<file path="src/rtl/fifo_burst_reader.sv">
// Burst read engine: pops exactly len words from a show-ahead FIFO and streams them out
// through a 2-entry registered buffer. Optional handshake counter: FIFO_BURST_READER_COUNT_EN.
module fifo_burst_reader #(
    parameter int WIDTH = 16,
    parameter int LEN_W = 8
) (
    input  logic             clk,
    input  logic             reset_n,
    input  logic             start,
    input  logic [LEN_W-1:0] len,
    input  logic             abort,
    output logic             busy,
    output logic             done,
    input  logic             fifo_empty,
    input  logic [WIDTH-1:0] fifo_data,
    output logic             fifo_pop,
    output logic             m_valid,
    input  logic             m_ready,
    output logic [WIDTH-1:0] m_data
`ifdef FIFO_BURST_READER_COUNT_EN
    ,
    output logic [LEN_W-1:0] xfer_cnt
`endif
);

    typedef enum logic [1:0] {IDLE, FETCH, DRAIN, DONE} state_t;

    state_t           state;
    logic [LEN_W-1:0] to_fetch;
    logic [1:0]       occ;
    logic [1:0]       occ_nxt;
    logic [WIDTH-1:0] tail;
    logic             hs;

    assign hs = m_valid && m_ready;

    // Pop depends only on registered state and fifo_empty, keeping m_ready off this path.
    assign fifo_pop = (state == FETCH) && !fifo_empty && (occ != 2'd2) && (to_fetch != '0);

    always_comb begin
        occ_nxt = occ;
        if (fifo_pop && !hs)
            occ_nxt = occ + 2'd1;
        else if (!fifo_pop && hs)
            occ_nxt = occ - 2'd1;
    end

    always_ff @(posedge clk or negedge reset_n) begin
        if (!reset_n) begin
            state    <= IDLE;
            busy     <= 1'b0;
            done     <= 1'b0;
            m_valid  <= 1'b0;
            m_data   <= '0;
            occ      <= 2'd0;
            to_fetch <= '0;
        end else begin
            occ     <= occ_nxt;
            m_valid <= (occ_nxt != 2'd0);
            if (hs && occ == 2'd2)
                m_data <= tail;
            else if (fifo_pop && (occ == 2'd0 || hs))
                m_data <= fifo_data;
            if (fifo_pop)
                to_fetch <= to_fetch - LEN_W'(1);

            case (state)
                IDLE: begin
                    if (start && !abort) begin
                        to_fetch <= len;
                        busy     <= 1'b1;
                        if (len == '0) begin
                            state <= DONE;
                            done  <= 1'b1;
                        end else begin
                            state <= FETCH;
                        end
                    end
                end
                FETCH: begin
                    if (fifo_pop && to_fetch == LEN_W'(1))
                        state <= DRAIN;
                end
                DRAIN: begin
                    if (occ_nxt == 2'd0) begin
                        state <= DONE;
                        done  <= 1'b1;
                    end
                end
                DONE: begin
                    state <= IDLE;
                    busy  <= 1'b0;
                    done  <= 1'b0;
                end
                default: state <= IDLE;
            endcase

            // Abort discards buffered words and any remaining fetch count.
            if (abort && state != IDLE) begin
                state    <= IDLE;
                busy     <= 1'b0;
                done     <= 1'b0;
                occ      <= 2'd0;
                m_valid  <= 1'b0;
                to_fetch <= '0;
            end
        end
    end

    // Second buffer slot is only read when occ==2, so it needs no reset.
    always_ff @(posedge clk) begin
        if (fifo_pop && occ == 2'd1 && !hs)
            tail <= fifo_data;
    end

`ifdef FIFO_BURST_READER_COUNT_EN
    always_ff @(posedge clk or negedge reset_n) begin
        if (!reset_n)
            xfer_cnt <= '0;
        else if (state == IDLE && start && !abort)
            xfer_cnt <= '0;
        else if (hs)
            xfer_cnt <= xfer_cnt + LEN_W'(1);
    end
`endif

endmodule

</file>
<file path="config.mk">
export PLATFORM = sky130hd
export DESIGN_NAME = fifo_burst_reader
export DESIGN_NICKNAME = d
export VERILOG_FILES = /design/src/rtl/fifo_burst_reader.sv
export SDC_FILE = /design/constraint.sdc
export NUM_CORES = 1
export LEC_CHECK = 0
export CAP_MARGIN = 10
export CORE_MARGIN = 1
export CORE_UTILIZATION = 30
export DETAILED_ROUTE_END_ITERATION = 12
export PLACE_DENSITY = 0.52
export SYNTH_ARGS = -nofsm -noshare
export SYNTH_HDL_FRONTEND = slang
export SYNTH_SLANG_ARGS = --single-unit
</file>
<file path="constraint.sdc">
create_clock -name clk -period 2.66 [get_ports clk]
set_input_delay 0.665 -clock clk [delete_from_list [all_inputs] [get_ports clk]]
set_output_delay 0.665 -clock clk [all_outputs]
set_load 0.01 [all_outputs]
</file>
==> flow_metrics.tcl <==
set metrics [dict create \
    path_class "input pin to primary output" \
    setup.worst_path.end_class "primary output" \
    fin_crit_sh_pct 96.0 \
    yosysSeqAreaShare_pct 52.7 \
    antenna_cells 0 \
    place.gp.congestion 0.831 \
    outcome "complete, but fails checks" \
    startpoint_type "input pin" \
    via_per_inst 4.74 \
    grt_usage_pct 13.4 \
    clock-sinks 47 \
    critPathRequiredTime_ps 2000 \
    ir_drop_mv 0.545 \
    yosys_warnings 0 \
    firstDrtPassIters 8 \
    drtIter0Drc 74 \
    cp_max_fo 2 \
    wl_met1_um 2550 \
    core-area_um2 7690 \
    clock_latency_ps 290 \
    cp_top_family "buffers and inverters" \
    n_fill_cell 774 \
    cts_root_buf "clkbuf_8" \
    hpwlAfterDp_um 3760 \
    placed_area_um2 3070 \
    synthesis.nets 258 \
    antenna_left 0 \
    grt.overflow.total 0 \
    fp.dieArea_um2 8310 \
    wl_met3_um 208 \
    grt_pass1_wl_um 8780 \
    synth_top_area_share_pct 32.5 \
    cts.htree.levels 2 \
    crit_slowest_cell "clkdlybuf4s50_1" \
    design_area_um2 3210 \
    drc 1 \
    start_util_pct 31.0 \
    synthTopCellsByArea "dfrtp_1, edfxtp_1, mux2i_1, ha_1, nand2_1" \
    antenna_found_initial 0 \
    cp.arrival_ps 1890 \
    relSlewSlack_pct 72.0 \
    ys_seq_elements 47 \
    top_layer_used "met4" \
    syn_inst 219 \
    violations "design-rule violations" \
    vias 1800 \
    drive_above_1_share_pct 9.71 \
    post_drt_wl_per_cell_um 13.7 \
    slew_viol_final 0 \
    p_leak_nw 1.27 \
    grt_pass1_vias 1755 \
    synthToLayoutAreaGrowth_pct 34.8 \
    clkTransAtPathRegs_ps 90 \
    synthFlopType "dfrtp_1" \
    fmax_mhz 392 \
    io_buffers 49 \
    seq_area_um2 1260 \
    hold_class "flop to flop" \
    critPathBufInv 2 \
    routed_wirelength_um 5220 \
    clock_skew_ps 7.83 \
    pin_count 50 \
    final-hold-violation-count 0 \
    setup_viol_count_final 0 \
    rows 32 \
    fin_crit_ps 2550 \
    post_cts_buffers 0 \
    layout.nets 316 \
    wl_met2_um 2410 \
    cts_tree "built" \
    yosysTopAreaCell "dfrtp_1" \
    synth_edf_count 16 \
    async_flop_share_pct 66.0 \
    synth_cell_type_count 47 \
    numCtsBuffers 5 \
    grt_max_degree 33 \
    cp_cell_sequence "clkdlybuf4s50_1, nor3b_4, a21boi_4, dlygate4sd2_1" \
    avgSynthCellArea_um2 10.9 \
    critical-path-max-stage-delay_ps 480 \
    multi_input_area_um2 1060 \
    tightest_slew_ps 420 \
    die_y_um 91.1 \
    drv_cap 0 \
    synth_area_um2 2380 \
    die_w_um 91.1 \
    rsz0062_at_grt "false" \
    power_density_nw_per_um2 1040 \
    cts_buffer_depth 2 \
    whs_ps 481 \
]
-- sequential cells by signal (all words and copies together), names as in the netlist --
name      flops
m_data       16
tail         16
to_fetch      8
occ           2
state         2
busy          1
done          1
m_valid       1
-- final timing paths --
path	slack, ps	from	to	cells after the start
max in group asynchronous	1590	reset_n	m_data[7]	2
setup reg to reg	400	to_fetch[0]	done	8
setup / recovery	110	fifo_empty	fifo_pop	4
hold / removal	480	m_data[13]	m_data[13]	2
min in group asynchronous	770	reset_n	to_fetch[6]	2
hold reg to reg	480	m_data[13]	m_data[13]	2
-- placed cells by master, fill, tap and decap left out, types with 3 or more instances in the layout --
| cell type | instances |
|---|---|
| o21ai_0 | 19 |
| nand3_1 | 3 |
| inv_1 | 8 |
| a21oi_1 | 6 |
| nand2_1 | 27 |
| buf_4 | 10 |
| nand2b_1 | 3 |
| dfrtp_1 | 31 |
| a311oi_1 | 3 |
| ha_1 | 9 |
| nor3_1 | 6 |
| nor2_1 | 16 |
| mux2i_1 | 19 |
| xor2_1 | 4 |
| clkbuf_8 | 5 |
| a211oi_1 | 7 |
| clkdlybuf4s50_1 | 48 |
| edfxtp_1 | 16 |
-- worst register-to-register path: cells and delay by family (launching register included) --
kind	cells	cell delay, ps
simple gates	2	290
fa+ha+maj	1	230
compound gates	3	990
buf+inv	2	220
flops	1	420
-- cell type report --
type                    count  share of cell area [%]
flip-flops and latches     47                    39.1
multi-input cells         154                    33.1
repair buffers             61                    18.8
well taps                 102                    3.97
clock buffers               6                    2.26
clock inverters             2                    1.87
inverters                   8                   0.935
-- cell families after synthesis --
logic type	share of synthesized area (%)
AOI/OAI and AO/OA	13.2
xor gates and xnor gates	1.84
adders and majority gates	4.72
buffers and inverters	3.31
DFF	52.7
muxes	7.98
and+or+nand+nor	16.2
-- timing repair --
| action | in CTS | in global routing |
|---|---|---|
| endpoints found under the setup margin | 1 | 0 |
| hold buffers | 0 | 0 |
| resized for setup | 2 | 0 |
| endpoints found under the hold margin | 0 | 0 |
-- cell usage after synthesis, types with 2 or more instances --
library cell  number
buf_2              6
ha_1               9
edfxtp_1          16
inv_1              8
and3_1             2
nor2_1            16
a21oi_1            6
o31ai_1            2
clkbuf_1           3
a211oi_1           7
nor3_1             6
dfrtp_1           31
nand3_1            3
nand2_1           27
a311oi_1           3
nand2b_1           3
or4_1              2
o21ai_0           19
xor2_1             4
mux2i_1           19
-- per-stage QoR --
step | worst slack [ps] | TNS [ps] | total power, mW | instances | util, %
3_3_place_gp | -203 | -203 | 2.74 | 372 | 40.0
3_5_place_dp | -185 | -185 | 2.76 | 372 | 40.0
2_1_floorplan | 334 | 0 | 2.09 | 219 | -
5_1_grt | 20.7 | 0 | 3.62 | 380 | 41.8
4_1_cts | 97.7 | 0 | 3.39 | 380 | 41.8
6_report | 106 | 0 | 3.35 | 380 | 41.8
-- power breakdown --
group	switching, mW	total [mW]	leakage [nW]	internal (mW)
logic	0.784	1.57	0.666	0.785
registers	0.174	1.17	0.536	0.993
clock network	0.237	0.613	0.0654	0.376
total	1.19	3.35	1.27	2.15
-- layer usage --
| layer | up-vias | global-route usage, % |
|---|---|---|
| met5 | - | 0 |
| met4 | 0 | 3.57 |
| met3 | 5 | 2.93 |
| met2 | 29 | 20.5 |
| met1 | 851 | 19.0 |
| li1 | 915 | - |
Note: power is estimated with default switching activity, not from simulation.
